`src/rtl/morph_seq_pkg.sv`:
```
// morph_seq_pkg: opcode field layout and sequencer state encoding
`define OPCODE_WIDTH 16
package morph_seq_pkg;
  localparam int EL_W = 9;
  localparam int MOP_W = 3;
  localparam int LOP_W = 3;
  localparam logic [2:0] ST_IDLE = 3'd0;
  localparam logic [2:0] ST_FETCH = 3'd1;
  localparam logic [2:0] ST_ISSUE = 3'd2;
  localparam logic [2:0] ST_WAIT = 3'd3;
  localparam logic [2:0] ST_TX_REQ = 3'd4;
  localparam logic [2:0] ST_TX_WAIT = 3'd5;
  localparam logic [2:0] ST_DONE = 3'd6;
  typedef enum logic [2:0] {
    IDLE = ST_IDLE,
    FETCH = ST_FETCH,
    ISSUE = ST_ISSUE,
    WAIT = ST_WAIT,
    TX_REQ = ST_TX_REQ,
    TX_WAIT = ST_TX_WAIT,
    DONE = ST_DONE
  } state_t;
  typedef struct packed {
    logic [EL_W-1:0] el;
    logic [MOP_W-1:0] morph_op;
    logic morph_in_select;
    logic [LOP_W-1:0] logic_op;
  } opcode_t;
endpackage

```
`src/rtl/morph_opcode_ram.sv`:
```
// morph_opcode_ram: 1W/1R synchronous opcode store, read latency 1
module morph_opcode_ram #(
  parameter int ProgAddrWidth = 3,
  parameter int OpcodeWidth = 16
) (
  input  logic                     clk,
  input  logic                     we,
  input  logic [ProgAddrWidth-1:0] waddr,
  input  logic [OpcodeWidth-1:0]   wdata,
  input  logic [ProgAddrWidth-1:0] raddr,
  output logic [OpcodeWidth-1:0]   rdata
);
  logic [OpcodeWidth-1:0] r_mem [2**ProgAddrWidth];
  always_ff @(posedge clk) begin
    if (we) r_mem[waddr] <= wdata;
    rdata <= r_mem[raddr];
  end
endmodule

```
`src/rtl/morph_program_sequencer.sv`:
```
// morph_program_sequencer: runs a loadable opcode program, then hands off to serial TX (MORPH_SEQ_STEP_EN adds single-step input)
module morph_program_sequencer
  import morph_seq_pkg::*;
#(
  parameter int ProgAddrWidth = 3,
  parameter int OpcodeWidth = `OPCODE_WIDTH,
  parameter int OpLatency = 2
) (
  input  logic                     clk,
  input  logic                     rst,
`ifdef MORPH_SEQ_STEP_EN
  input  logic                     step,
`endif
  input  logic                     prog_we,
  input  logic [ProgAddrWidth-1:0] prog_addr,
  input  logic [OpcodeWidth-1:0]   prog_wdata,
  input  logic [ProgAddrWidth:0]   prog_len,
  input  logic                     start,
  output logic                     busy,
  output logic                     done,
  output logic                     err,
  output logic                     proc_ce,
  output logic                     proc_first,
  output logic [OpcodeWidth-1:0]   opcode,
  output logic                     tx_start,
  input  logic                     tx_busy
);
  localparam int LW = $clog2(OpLatency + 1);
  localparam int Depth = 1 << ProgAddrWidth;
  state_t r_state, w_next;
  logic [ProgAddrWidth-1:0] r_pc;
  logic [ProgAddrWidth:0] r_len;
  logic [LW-1:0] r_lat;
  logic r_err;
  logic [OpcodeWidth-1:0] w_rdata;
  logic w_len_ok, w_last, w_step, w_accept;
`ifdef MORPH_SEQ_STEP_EN
  assign w_step = step;
`else
  assign w_step = 1'b1;
`endif
  assign w_len_ok = prog_len != '0 && prog_len <= (ProgAddrWidth+1)'(Depth);
  assign w_accept = r_state == IDLE && start && w_len_ok;
  assign w_last = {1'b0, r_pc} == r_len - (ProgAddrWidth+1)'(1);
  morph_opcode_ram #(.ProgAddrWidth(ProgAddrWidth), .OpcodeWidth(OpcodeWidth)) u_ram (
    .clk(clk),
    .we(prog_we && !busy),
    .waddr(prog_addr),
    .wdata(prog_wdata),
    .raddr(r_pc),
    .rdata(w_rdata)
  );
  always_comb begin
    w_next = r_state;
    case (r_state)
      IDLE: w_next = w_accept ? FETCH : IDLE;
      FETCH: w_next = w_step ? ISSUE : FETCH;
      ISSUE: w_next = WAIT;
      WAIT: w_next = r_lat == LW'(1) ? (w_last ? TX_REQ : FETCH) : WAIT;
      TX_REQ: w_next = tx_busy ? TX_WAIT : TX_REQ;
      TX_WAIT: w_next = tx_busy ? TX_WAIT : DONE;
      DONE: w_next = IDLE;
      default: w_next = IDLE;
    endcase
  end
  always_ff @(posedge clk) begin
    if (rst) begin
      r_state <= IDLE;
      r_pc <= '0;
      r_len <= '0;
      r_lat <= '0;
      r_err <= 1'b0;
    end else begin
      r_state <= w_next;
      r_err <= r_state == IDLE && start && !w_len_ok;
      if (w_accept) begin
        r_len <= prog_len;
        r_pc <= '0;
      end
      if (r_state == ISSUE) r_lat <= LW'(OpLatency);
      else if (r_state == WAIT) begin
        r_lat <= r_lat - LW'(1);
        if (r_lat == LW'(1) && !w_last) r_pc <= r_pc + 1'b1;
      end
    end
  end
  assign busy = r_state != IDLE && r_state != DONE;
  assign done = r_state == DONE;
  assign err = r_err;
  assign proc_ce = r_state == ISSUE;
  assign proc_first = proc_ce && r_pc == '0;
  assign opcode = proc_ce ? w_rdata : '0;
  assign tx_start = r_state == TX_REQ;
endmodule

```
`config.mk`:
```
export PLATFORM = sky130hd
export DESIGN_NAME = morph_program_sequencer
export DESIGN_NICKNAME = d
export VERILOG_FILES = /design/src/rtl/morph_seq_pkg.sv /design/src/rtl/morph_opcode_ram.sv /design/src/rtl/morph_program_sequencer.sv
export SDC_FILE = /design/constraint.sdc
export NUM_CORES = 1
export LEC_CHECK = 0
export ABC_AREA = 1
export CAP_MARGIN = 20
export CORE_ASPECT_RATIO = 0.9
export CORE_MARGIN = 4
export CORE_UTILIZATION = 45
export CTS_CLUSTER_DIAMETER = 30
export DETAILED_ROUTE_END_ITERATION = 8
export HOLD_SLACK_MARGIN = 0.05
export SYNTH_ARGS = -nofsm -noshare
export SYNTH_HDL_FRONTEND = slang
export SYNTH_SLANG_ARGS = --single-unit
```
`constraint.sdc`:
```
create_clock -name clk -period 2.55 [get_ports clk]
set_clock_uncertainty 0.2 [all_clocks]
set_input_delay 0.3825 -clock clk [delete_from_list [all_inputs] [get_ports clk]]
set_output_delay 0.3825 -clock clk [all_outputs]
set_load 0.03 [all_outputs]
```
# Word level (Yosys, flattened, before mapping)
# Memory sizes are Yosys's and may differ from the RTL's. A register that Yosys moved wholly into a read port is not among the register bits.
# Index checks and enable logic that the tools add are counted.
dict set report classes {
  order_cmp 1
  n_reduce_logical 17
  n_eq_ne 9
  n_addsub 3
  muxes 15
}
# cell n
set op_table {}
lappend op_table {{$mux W3} 6}
lappend op_table {{$pmux W3 S6} 1}
lappend op_table {{$mux W16} 1}
lappend op_table {{$eq A3 B3 Y1 const B} 3}
lappend op_table {{$logic_and A1 B1 Y1} 8}
lappend op_table {{$eq A3 B2 Y1 const B} 2}
lappend op_table {{$logic_not A3 Y1} 2}
lappend op_table {{$mux W2} 3}
lappend op_table {{$eq A3 B4 Y1} 1}
lappend op_table {{$le A4 B4 Y1 const B} 1}
lappend op_table {{$mux W1} 4}
lappend op_table {{$reduce_bool A4 Y1} 1}
lappend op_table {{$sub A4 B1 Y4 const B} 1}
lappend op_table {{$add A3 B1 Y3 const B} 1}
lappend op_table {{$eq A3 B1 Y1 const B} 1}
lappend op_table {{$logic_not A1 Y1} 3}
lappend op_table {{$ne A3 B3 Y1 const B} 1}
lappend op_table {{$reduce_bool A3 Y1} 1}
lappend op_table {{$eq A2 B1 Y1 const B} 1}
lappend op_table {{$reduce_bool A2 Y1} 1}
lappend op_table {{$reduce_or A2 Y1} 1}
lappend op_table {{$sub A2 B1 Y2 const B} 1}
dict set report totals {
  n_memories 1
  regBits 13
  ram_bits 128
  inputBits 28
  output_inout_bits 22
}
# memory words width rd rd_clocked_by_memory_dff wr line
set memory_table {}
lappend memory_table {u_ram.r_mem 8 16 1 1 1 morph_opcode_ram.sv:13} ;# logic [OpcodeWidth-1:0] r_mem [2**ProgAddrWidth];

# Logic depth before layout (Yosys ltp)
# Gate-level depths: netlist of the first run.
dict set report logic_depth {
  ltp_word 7
  mapped_depth 11
}

# Hierarchy
# Synthesis of the first run repeated with hierarchy kept, for this count alone.
dict set report hier_totals {
  cells_unflattened 747
  hier_area_um2 6921.6
}
# module n_inst area_per_inst_um2 seq_area_each_um2 cells_per_inst
set by_module_without_submodules {}
lappend by_module_without_submodules {morph_opcode_ram 1 5989.5 4164.0 587}
lappend by_module_without_submodules {morph_program_sequencer 1 932.1 260.2 160}

# Least setup slack after synthesis of the first run
# Ideal clock, no wire load.
dict set report synth_timing {
  path_kind {flip-flop to flip-flop}
  startpoint {register r_state[1]}
  endpoint {memory u_ram.r_mem[6][0], enable pin}
  path_slack_ns 0.102
  arrival_ns 1.859
  path_stages_with_launch 9
  cell_sequence {dfxtp_1 inv_2 nor2_1 nand2_1 inv_2 nor2_1 nor2_2 nand2_1 nor2_1}
}
dict set report synth_via {
  elab_chain_len 6
}
# item line
set synth_rtl {}
lappend synth_rtl {{from (decl)} morph_program_sequencer.sv:30} ;# state_t r_state, w_next;
lappend synth_rtl {{from (signal assigned)} morph_program_sequencer.sv:74} ;# r_state <= w_next;
lappend synth_rtl {{$ne A3 B3 Y1 or $reduce_bool A3 Y1 (tied branches)} morph_program_sequencer.sv:87} ;# assign busy = r_state != IDLE && r_state != DONE;
lappend synth_rtl {{$logic_and A1 B1 Y1 (*)} morph_program_sequencer.sv:87}
lappend synth_rtl {{via busy} morph_program_sequencer.sv:19} ;# output logic busy,
lappend synth_rtl {{$logic_not A1 Y1 (*)} morph_program_sequencer.sv:47} ;# .we(prog_we && !busy),
lappend synth_rtl {{$logic_and A1 B1 Y1 (*)} morph_program_sequencer.sv:47}
lappend synth_rtl {{$mux W1 (*)} morph_opcode_ram.sv:15} ;# if (we) r_mem[waddr] <= wdata;
lappend synth_rtl {{$mux W1 (not written as such) (*)} morph_opcode_ram.sv:15}
lappend synth_rtl {{to (decl)} morph_opcode_ram.sv:13}
# Mark *: on every way through the listed nets, which the timed path passes. The rest lies on a longest branch.

# Worst setup path in the final report of the first run
dict set report layout_timing {
  startpoint {register r_state[1]}
  endpoint {output port done}
}
dict set report layout_via {
  elab_chain_len 1
}
# item line
set layout_rtl {}
lappend layout_rtl {{$eq A3 B3 Y1} morph_program_sequencer.sv:88} ;# assign done = r_state == DONE;
lappend layout_rtl {{to (decl)} morph_program_sequencer.sv:20} ;# output logic done,
# Every way passes these cells.

==> results.sh, run 1 <==
export IMPL_power_leakage_nw=2.96
export IMPL_die_w_um=132
export IMPL_yosys_area_top_type="edfxtp_1"
export IMPL_rr_startpoint="r_pc[0]"
export IMPL_wl_um=13400
export IMPL_fillers=1149
export IMPL_antennaDiodeCount=0
export IMPL_insertion_delay_ns=0.42
export IMPL_setup_viol=0
export IMPL_worstHoldPathCells=2
export IMPL_powerDensity_mw_per_mm2=776
export IMPL_synth_xor_area_share_pct=0.421
export IMPL_nNetsFinal=650
export IMPL_post_cts_setup_buffer_count=0
export IMPL_core_area_mm2=0.0135
export IMPL_dpl_cell_area_mm2=0.00694
export IMPL_syn_inst=555
export IMPL_min_from="r_len[3]"
export IMPL_drc=0
export IMPL_r2r_cells=9
export IMPL_ys_types=30
export IMPL_antenna_found_initial=0
export IMPL_grt_usage_pct=17.6
export IMPL_gp_congestion=0.756
export IMPL_muxShareOfSynthArea_pct=0
export IMPL_hold_worst_slack_ns=0.286
export IMPL_fin_tns_setup_ns=0
export IMPL_final_seq_area_mm2=0.00443
export IMPL_synth_nets=587
export IMPL_cap_viol_max_count=0
export IMPL_firstDrtPassIters=4
export IMPL_worstPathMaxFanout=5
export IMPL_synth_area_mm2=0.00625
export IMPL_setup_worst_path_start_class="register"
export IMPL_grt_max_degree=68
export IMPL_ys_seq_area_share_pct=70.8
export IMPL_clk_pin_slew_ns=0.06
export IMPL_synth_edf_count=128
export IMPL_ys_ff_latch=157
export IMPL_cts_resized=0
export IMPL_yosys_top_cells_count="edfxtp_1 (128), nor2_1 (109), nand2_1 (85)"
export IMPL_vias=4148
export IMPL_hold_path_class="reg2reg"
export IMPL_initial_utilization_pct=46.4
export IMPL_grt_pass1_wl_um=21300
export IMPL_synthSimpleGateAreaFrac_pct=13.8
export IMPL_multi_input_area_mm2=0.00154
export IMPL_globalRouteOverflowTotal=0
export IMPL_holdPathEnd="r_len[3]"
export IMPL_hpwl_um=7870
export IMPL_setup_worst_path_start="r_state[1]"
export IMPL_clock_root_buffer="clkbuf_16"
export IMPL_synth_main_ff_cell="edfxtp_1"
export IMPL_row_count=40
export IMPL_r2r_setup_slack_ns=0.59
export IMPL_grt_pass1_vias=4051
export IMPL_arrival_ns=1.80
export IMPL_synth_top_family_by_area="simple AND/OR/NAND/NOR gates"
export IMPL_drive_gt1_share_pct=13.9
export IMPL_fmax_mhz=419
export IMPL_clock_sinks=157
export IMPL_synth_compound_area_share_pct=9.61
export IMPL_wire_per_inst_um=16.8
export IMPL_avgSynthCellArea_um2=11.3
export IMPL_rsz0062_at_grt="no"
export IMPL_ir_drop_mv=0.517
export IMPL_place_ws_ns=0.461
export IMPL_synth_most_common_cell="edfxtp_1"
export IMPL_synth_fa_ha_area_share_pct=0.801
export IMPL_crit_type="reg2out"
export IMPL_final_cells=799
export IMPL_final_cell_area_mm2=0.00758
export IMPL_min_period_ns=2.38
export IMPL_final_max_slew_viol_count=0
export IMPL_hold_viol=0
export IMPL_yosys_area_top_type_share_pct=61.5
export IMPL_vias_per_cell=5.19
export IMPL_htreeDepth=4
export IMPL_async_reset_ff_share_pct=0
export IMPL_dp_cells=767
export IMPL_relSlewSlack_pct=51.1
export IMPL_yosys_warnings=0
export IMPL_cts_buffer_depth=2
export IMPL_cts_buffers=17
export IMPL_cts_tree="yes"
export IMPL_end_kind="output pin"
export IMPL_dr_first_iter_drc_count=358
export IMPL_fin_crit_sh_pct=93.5
export IMPL_cts_hold_buf=0
export IMPL_synth_area_top_cells="edfxtp_1 (62%), dfxtp_1 (9.3%), nor2_1 (6.5%)"
export IMPL_required_ns=1.97
export IMPL_reg2reg_to="r_pc[0]"
export IMPL_ant_nets=0
export IMPL_status="finished, final reports clean"
export IMPL_setup_slack_ns=0.165
export IMPL_die_area_mm2=0.0158
export IMPL_worstMarginPinSlew_ns=0.734
export IMPL_io_buffers=49
export IMPL_syn_to_final_growth_pct=21.3
export IMPL_die_height_um=120
export IMPL_ios=50
cells by family (layout without fill, tap and decap cells):
logic type / Yosys count / in the layout
AOI/OAI and AO/OA: 110 / 110
xor gates and xnor gates: 3 / 3
adders and majority gates: 4 / 4
buffers and inverters: 68 / 144
DFF: 157 / 157
and+or+nand+nor: 213 / 213
where the power goes:
group	total (mW)	leakage, nW	internal (mW)	switching [mW]
sequential	2.86	1.40	2.84	0.0205
clock	2.69	0.305	1.66	1.03
combinational	0.333	1.25	0.121	0.212
sequential cells by signal (all words and copies together), names as in the netlist:
register and flops:
err 1, r_lat 2, r_len 4, r_pc 3
r_state 3, u_ram.r_mem 128, u_ram.rdata 16
worst max-delay path by stage:
stage | to | depth (start not counted)
2_1_floorplan | u_ram.r_mem[6][0] | 8
3_3_place_gp | u_ram.r_mem[4][14] | 6
3_5_place_dp | u_ram.r_mem[5][14] | 6
4_1_cts | busy | 5
5_1_grt | done | 5
6_report | done | 5
layer usage:
layer	vias up	routed length, um	global-route usage (%)
li1	2038	-	-
met1	2008	6270	24.0
met2	92	6320	27.8
met3	10	725	5.41
met4	0	108	4.61
met5	-	0	0
final cells by class:
cell class / count / share of cell area [%]
flip-flops and latches: 157 / 58.4
multi-input cells: 330 / 20.3
repair buffers: 70 / 8.06
clock buffers: 18 / 5.66
well taps: 168 / 2.77
clock inverters: 14 / 2.72
inverters: 42 / 2.08
layout by cell type, fill, tap and decap left out, types with 3 or more instances in the layout:
master / n
a21oi_1: 8
buf_4: 38
bufinv_16: 4
clkbuf_16: 17
clkdlybuf4s50_1: 30
clkinv_4: 3
dfxtp_1: 28
edfxtp_1: 128
ha_1: 4
inv_1: 32
inv_2: 10
nand2_1: 85
nand3_1: 7
nor2_1: 109
nor2_2: 3
o21ai_0: 47
o21ai_1: 20
o22ai_1: 32
metrics by stage:
stage               power [mW]  utilization [%]
floorplan                 3.09                -
global placement          3.24             51.5
detailed placement        3.25             51.5
CTS                       5.94             56.3
global route              6.08             56.3
finish                    5.88             56.3
critical path, cell delays in order, from the launching register on:
cell,delay [ns]
dfxtp_1,0.40
inv_2,0.08
nor2_1,0.12
nand2_1,0.07
inv_2,0.06
clkdlybuf4s50_1,0.66
(Power assumes the default switching activity.)
==> run 2, diff against run 1 <==
Settings changed: CTS_CLUSTER_SIZE from default to 14.
==> results of run 2 <==
The final DEF is identical to that of run 1; final timing and power are the same.
==> run 3, diff against run 2 <==
Settings changed: CORE_ASPECT_RATIO 0.9 to default.
==> run 3 against run 2 <==
- via count increased by 0.72%
- critical path depth unchanged
- hold slack better by 0.0045 ns
- worst setup slack got worse by 0.022 ns
- flip-flop and latch count unchanged
- final cell count up 0.38%
- sequential power hardly changed
- maximum frequency decreased by 0.93%
- utilization decreased by 0.69 points
- critical path type unchanged
- largest cell class unchanged
==> results.sh, run 3 (same netlist as run 1, synthesis figures left out) <==
export IMPL_status="finished, final reports clean"
export IMPL_fmax_mhz=415
export IMPL_arrival_ns=1.82
export IMPL_r2r_setup_slack_ns=0.55
export IMPL_final_cells=802
export IMPL_ios=50
export IMPL_fillers=1173
export IMPL_drive_gt1_share_pct=12.5
export IMPL_setup_viol=0
export IMPL_antenna_found_initial=0
export IMPL_drc=0
export IMPL_wl_um=13300
export IMPL_grt_pass1_vias=4183
export IMPL_switchingPower_mw=1.18
export IMPL_utilization_pct=55.6
export IMPL_cts_buffer_depth=2
export IMPL_vias_per_cell=5.21
export IMPL_min_period_ns=2.41
export IMPL_wire_per_inst_um=16.6
export IMPL_cts_buffers=17
export IMPL_power_leakage_nw=2.87
export IMPL_hold_path_class="reg2reg"
export IMPL_clkPwrFrac_pct=41.7
export IMPL_htreeDepth=4
export IMPL_core_area_mm2=0.0134
export IMPL_largest_register_ffs=128
export IMPL_die_area_mm2=0.0158
export IMPL_vias=4178
export IMPL_hold_viol=0
export IMPL_layout_commonest_cell="edfxtp_1"
export IMPL_rsz0062_at_grt="no"
export IMPL_seq_power_share_pct=52.3
export IMPL_top_regs="u_ram.r_mem (128), u_ram.rdata (16), r_len (4)"
export IMPL_clock_sinks=157
export IMPL_nNetsFinal=646
export IMPL_initial_utilization_pct=46.6
export IMPL_largest_register="u_ram.r_mem"
export IMPL_hpwl_um=7860
export IMPL_powerDensity_mw_per_mm2=734
export IMPL_dp_cells=771
export IMPL_setup_worst_path_start_class="register"
export IMPL_clk_pin_slew_ns=0.06
export IMPL_dr_first_iter_drc_count=343
export IMPL_crit_type="reg2out"
export IMPL_grt_max_degree=68
export IMPL_internal_power_mw=4.28
export IMPL_die_w_um=126
export IMPL_antennaDiodeCount=0
export IMPL_fin_crit_sh_pct=94.4
export IMPL_relSlewSlack_pct=51.9
export IMPL_ir_drop_mv=0.504
export IMPL_cts_tree="yes"
export IMPL_grt_usage_pct=17.8
export IMPL_firstDrtPassIters=5
export IMPL_mostFrequentLayoutCells="edfxtp_1 (128), nor2_1 (109), nand2_1 (85)"
export IMPL_ant_nets=0
export IMPL_required_ns=1.97
export IMPL_insertion_delay_ns=0.42
export IMPL_row_count=42
export IMPL_cts_hold_buf=0
export IMPL_sw_frac_of_total_pct=21.7
export IMPL_end_kind="output pin"
export IMPL_worstMarginPinSlew_ns=0.722
export IMPL_worstPathMaxFanout=5
export IMPL_cap_viol_max_count=0
export IMPL_globalRouteOverflowTotal=0
export IMPL_final_max_slew_viol_count=0
export IMPL_grt_pass1_wl_um=21800
export IMPL_die_height_um=126
export IMPL_fin_tns_setup_ns=0
export IMPL_comb_power_share_pct=6.0
export IMPL_clock_root_buffer="clkbuf_16"
export IMPL_gp_congestion=0.791
export IMPL_io_buffers=49
export IMPL_syn_to_final_growth_pct=19.2
==> run 3: cell count changes in the layout (fill, tap and decap cells not counted), moves of 2 or more <==
cell,before,now
buf_4,38,34
bufinv_16,4,1
clkinv_1,0,3
clkbuf_1,1,3
clkinv_4,3,1
inv_8,2,0
==> run 3: per-stage QoR <==
stage               setup WS, ns  area (um^2)  power [mW]  hold slack, ns
global route             0.00566         7450        5.69           0.311
floorplan                  0.102         6250        3.09           0.251
finish                     0.143         7450        5.47           0.290
global placement           0.470         6920        3.24           0.268
CTS                       0.0552         7450        5.53           0.293
detailed placement         0.435         6920        3.25           0.286
==> run 3: cell type report <==
class                      instances  area (um^2)  share of cell area (%)
tap                              176          220                    2.96
sequential                       157         4430                    59.4
inverter                          42          158                    2.12
multi-input combinational        330         1540                    20.7
clock inverter                    11         95.1                    1.28
clock buffer                      20          437                    5.86
timing repair buffer              66          577                    7.74
==> run 3: final timing paths <==
path	start	endpoint	cells after the start
worst max-delay path	r_state[1]	done	5
worst min-delay path	r_len[3]	r_len[3]	2
worst max register to register	r_pc[0]	r_pc[1]	9
worst min register to register	r_len[3]	r_len[3]	2
==> run 3: worst max-delay path: stages (launching register included) <==
cell,delay (ns)
dfxtp_1,0.40
inv_2,0.07
nor2_1,0.14
nand2_1,0.08
inv_2,0.06
clkdlybuf4s50_1,0.66
==> run 3: layer usage <==
layer | routed length (um) | up-vias | global-route usage [%]
li1 | - | 2032 | -
met2 | 6650 | 122 | 30.0
met5 | 0 | - | 0
met3 | 785 | 14 | 5.08
met1 | 5680 | 2010 | 22.5
met4 | 169 | 0 | 5.36
==> run 3: power groups by stage <==
stage	Sequential [mW]	Clock (mW)	Combinational, mW
after CTS	2.86	2.34	0.337
after floorplan	2.91	0	0.178
after global routing	2.86	2.46	0.366
after global placement	2.91	0	0.330
after detailed placement	2.91	0	0.338
final	2.86	2.28	0.331
==> run 3: timing repair <==
item | in CTS | in global routing
endpoints found under the setup margin | 1 | 1
setup buffers | 0 | 0
hold endpoints to repair | 0 | 0
gates resized for setup | 1 | 1
gates cloned | 0 | 0
==> RTL change 1: new RTL, config.mk and constraints of run 3 <==
Set the macro `OPCODE_WIDTH` to 24 (it was 16).
--- a/src/rtl/morph_seq_pkg.sv
+++ b/src/rtl/morph_seq_pkg.sv
@@ -1,5 +1,5 @@
 // morph_seq_pkg: opcode field layout and sequencer state encoding
-`define OPCODE_WIDTH 16
+`define OPCODE_WIDTH 24
 package morph_seq_pkg;
   localparam int EL_W = 9;
   localparam int MOP_W = 3;
Ports: changed (resized opcode and prog_wdata); port bits go from 50 to 66. No check against the original RTL was run, so the function may have changed too.
==> RTL change 1 against run 3 <==
Cell area is 53% higher; setup slack worse by 0.056 ns; highest routed layer unchanged; utilization is 2.9 points higher; non-clock buffer count is 22 higher; wire length is 52% higher; total power is 90% higher; area after synthesis is 43% higher; combinational power is 50% higher; sequential power is 47% higher; sequential cell count is 72 higher.
==> RTL change 1: results (changes against run 3) <==
pwr.group.combinational_mw: 0.498  # +50%
path_max_fanout: 26  # +21
relative_slew_slack_pct: 34.5  # -17 points
synth_enable_flop_cells: 192  # +50%
synth_top_cells_by_area: "sky130_fd_sc_hd__edfxtp_1, sky130_fd_sc_hd__dfxtp_1, sky130_fd_sc_hd__nor2_1"
run_status: "complete, no violations"
drtPass1Iterations: 4  # -1
synthesis.instances: 760  # +37%
synth_top_cells_by_count: "sky130_fd_sc_hd__edfxtp_1, sky130_fd_sc_hd__nor2_1, sky130_fd_sc_hd__nand2_1"
global_routing_met3_resource_utilization_pct: 4.81  # -0.27 points
slowest_delay_ns: 0.42  # -0.24 ns
stdcell_count: 1152  # +44%
cts-root-to-sink-buffers: 3  # +1
mappedNetlistNets: 800  # +36%
post-place-ws_ns: 0.335  # -0.0999 ns
arrival_ns: 1.88  # +0.06 ns
clkSlewWorstSetupHoldPaths_ns: 0.04  # -0.02 ns
dp.final_hpwl_mm: 11.4  # +45%
htree_num_levels: 2  # -2
nets: 893  # +38%
detailed_place.area_mm2: 0.00991  # +43%
grt_first_pass_wirelength_mm: 32.2  # +48%
via_count_of_the_first_global_routing_pass: 6101  # +46%
met1_usage_pct: 24.8  # +2.3 points
overall_global_routing_resource_usage_pct: 18.5  # +0.74 points
gp_routability_congestion: 0.794  # +0.29%
max-vdd-ir-drop_v: 0.000502  # -0.39%
wl_met3_mm: 1.20  # +52%
==> RTL change 1: changes by cell type after synthesis, sizes merged, moves of 16 or more <==
cell	before	now
o22ai	32	48
nor2	113	148
edfxtp	128	192
o21ai	67	100
nand2	87	114
==> RTL change 1: logic make-up (layout without fill, tap and decap cells) <==
family / count (synthesis) / count (layout) / synth area share, %
AND/OR/NAND/NOR: 276 / 276 / 12.2
flip-flops: 229 / 229 / 73.1
XOR/XNOR: 3 / 3 / 0.295
adder cells (fa/ha/maj): 4 / 4 / 0.562
buffers and inverters: 89 / 216 / 4.26
AO/OA/AOI/OAI: 159 / 159 / 9.67
==> RTL change 1: cell type report <==
type                    instances  area [um^2]
repair buffers                 88          823
clock inverters                26          348
flip-flops and latches        229         6510
clock buffers                  52         1130
multi-input cells             442         2060
well taps                     265          332
fillers                      1580         8080
inverters                      50          190
==> RTL change 1: what timing repair did <==
action	in CTS	in global routing
resized for setup	2	1
setup endpoints to repair	2	1
cloned	0	0
endpoints found under the hold margin	0	0
==> RTL change 1: worst paths after layout <==
path / start / endpoint / slack, ns / cells past startpoint
max: r_state[1] / opcode[10] / 0.09 / 6
min: r_lat[1] / r_lat[1] / 0.29 / 2
max reg2reg: r_pc[0] / u_ram.rdata[9] / 0.35 / 7
min reg2reg: r_lat[1] / r_lat[1] / 0.29 / 2
==> RTL change 1: worst reg2reg max path, stage by stage, from the launching register on <==
cell and delay, ns:
sky130_fd_sc_hd__dfxtp_2 0.32, sky130_fd_sc_hd__inv_4 0.05, sky130_fd_sc_hd__buf_4 0.35, sky130_fd_sc_hd__buf_4 0.58, sky130_fd_sc_hd__o21ai_0 0.23, sky130_fd_sc_hd__o22ai_1 0.25, sky130_fd_sc_hd__nand2_1 0.09, sky130_fd_sc_hd__nand2_1 0.07
==> RTL change 2: new RTL, config.mk and constraints of run 3 <==
Made on the original files. Reset style: asynchronous (`rst`), changed in one clocked block.
--- a/src/rtl/morph_program_sequencer.sv
+++ b/src/rtl/morph_program_sequencer.sv
@@ -63,7 +63,7 @@
       default: w_next = IDLE;
     endcase
   end
-  always_ff @(posedge clk) begin
+  always_ff @(posedge clk or posedge rst) begin
     if (rst) begin
       r_state <= IDLE;
       r_pc <= '0;
Formal check against the unedited RTL: differs if rst is asserted again (counterexample within 4 cycles, from zero or initial values and one cycle with rst high); with rst held inactive, the same outputs for 10 cycles.
==> RTL change 2 against run 3 <==
Worst hold slack worse by 0.18 ns; largest cell class unchanged; register-to-register slack got worse by 0.07 ns; critical path depth fell by 1; wire length grew 0.32%; critical endpoint is now proc_ce; final cell count is 1.7% higher; area after synthesis is 1.1% higher; critical path type unchanged; cell area up 1.2%; count of clock-buffer cells in the layout decreased by 2; sequential cell count is the same; global-route usage shrank 0.23 points; setup slack worse by 0.0080 ns.
Power is not compared: it rests on default switching activity, and its combinational part moved more than twofold at a synthesized area within 25%.
==> RTL change 2: results (changes against run 3) <==
run_status: "complete, no violations"
worst_setup_path_endpoint: "proc_ce"
synth_compound_gate_area_share_pct: 9.07  # -0.54 points
count_of_multi_input_gates: 333  # +0.91%
area_occupied_by_multi_input_gates_mm2: 0.00151  # -2.0%
rr_worst_depth: 7  # -2
global_routing_met3_resource_utilization_pct: 3.96  # -1.1 points
n_clock_buffer: 18  # -10%
flops_and_latches: 157  # unchanged
met1_usage_pct: 22.9  # +0.45 points
met2_routed_wirelength_mm: 6.34  # -4.7%
worst_hold_path_type: "in -> async"
area_share_nonclk_buffers_pct: 7.83  # +0.087 points
seq_area_share_pct: 59.5  # +0.13 points
path_max_fanout: 4  # -1
r2r_slack_ns: 0.48  # -0.07 ns
grt_first_pass_wirelength_mm: 21.4  # -2.1%
slowest_delay_ns: 0.69  # +0.03 ns
synth_top_cells_by_count: "sky130_fd_sc_hd__edfxtp_1, sky130_fd_sc_hd__nor2_1, sky130_fd_sc_hd__nand2_1"
wl_met1_mm: 6.17  # +8.7%
clkSlewWorstSetupHoldPaths_ns: 0.06  # about the same
nets: 655  # +1.4%
synth_enable_flop_cells: 128  # unchanged
gp_routability_congestion: 0.763  # -3.6%
critical_path.slowest_cell: "sky130_fd_sc_hd__clkdlybuf4s50_1"
finalHoldWorstSlack_ns: 0.110  # -0.181 ns
nNonClkBuffers: 68  # +3.0%
insertedDiodeCount: 0  # unchanged
clk_share_pct: 7.36  # +0.23 points
relative_slew_slack_pct: 52.2  # +0.29 points
final.signal_inverter_count: 46  # +9.5%
largestRegisters: "u_ram.r_mem (128), u_ram.rdata (16), r_len (4)"
wirelength_mm: 13.3  # +0.32%
drtIter0Drc: 287  # -16%
grt_start_max_net_pins: 69  # +1.5%
drtPass1Iterations: 4  # -1
cts_repair_resize_count: 20  # +19
power_report.internal_total_mw: 5.31
dp.final_hpwl_mm: 7.58  # -3.5%
synth.yosys.seq_area_share_pct: 71.1  # +0.26 points
layout-drive-gt1-share_pct: 12.6  # +0.12 points
detailed_place.area_mm2: 0.00707  # +2.2%
synth_xor_xnor_area_share_pct: 0.277  # -0.14 points
timing.critical_path.from: "r_state[0]"
mappedNetlistNets: 594  # +1.2%
synth-adder-area-share_pct: 0.792  # -0.0087 points
vias_per_cell: 5.07  # -2.7%
r2r_path_end: "u_ram.r_mem[4][15]"
synth_top_cells_by_area: "sky130_fd_sc_hd__edfxtp_1, sky130_fd_sc_hd__nor2_1, sky130_fd_sc_hd__dfrtp_1"
utilization_pct: 54.6  # -1.0 points
worst_r2r_startpoint: "r_state[1]"
nFillCells: 1163  # -0.85%
overall_global_routing_resource_usage_pct: 17.6  # -0.23 points
wl_met3_um: 534  # -32%
grt.met2_usage_pct: 28.1  # -1.9 points
RTL change 2: cell types whose count changed after synthesis, moves of 6 or more:
| cell | run 3 | this run |
|---|---|---|
| sky130_fd_sc_hd__o21ai_0 | 47 | 54 |
| sky130_fd_sc_hd__dfrtp_1 | 0 | 13 |
| sky130_fd_sc_hd__a31oi_1 | 0 | 16 |
| sky130_fd_sc_hd__dfxtp_1 | 29 | 16 |
| sky130_fd_sc_hd__o22ai_1 | 32 | 1 |
| sky130_fd_sc_hd__clkbuf_1 | 10 | 4 |
| sky130_fd_sc_hd__a21oi_1 | 8 | 21 |
| sky130_fd_sc_hd__inv_1 | 32 | 40 |
RTL change 2: through the flow:
stage	power [mW]	instances	TNS (ns)	setup WS, ns
2_1_floorplan	5.22	562	-16.78	-0.131
4_1_cts	8.35	816	0	0.00746
5_1_grt	8.78	816	0	0.0391
3_5_place_dp	6.05	784	0	0.167
3_3_place_gp	6.00	784	0	0.229
6_report	8.25	816	0	0.135
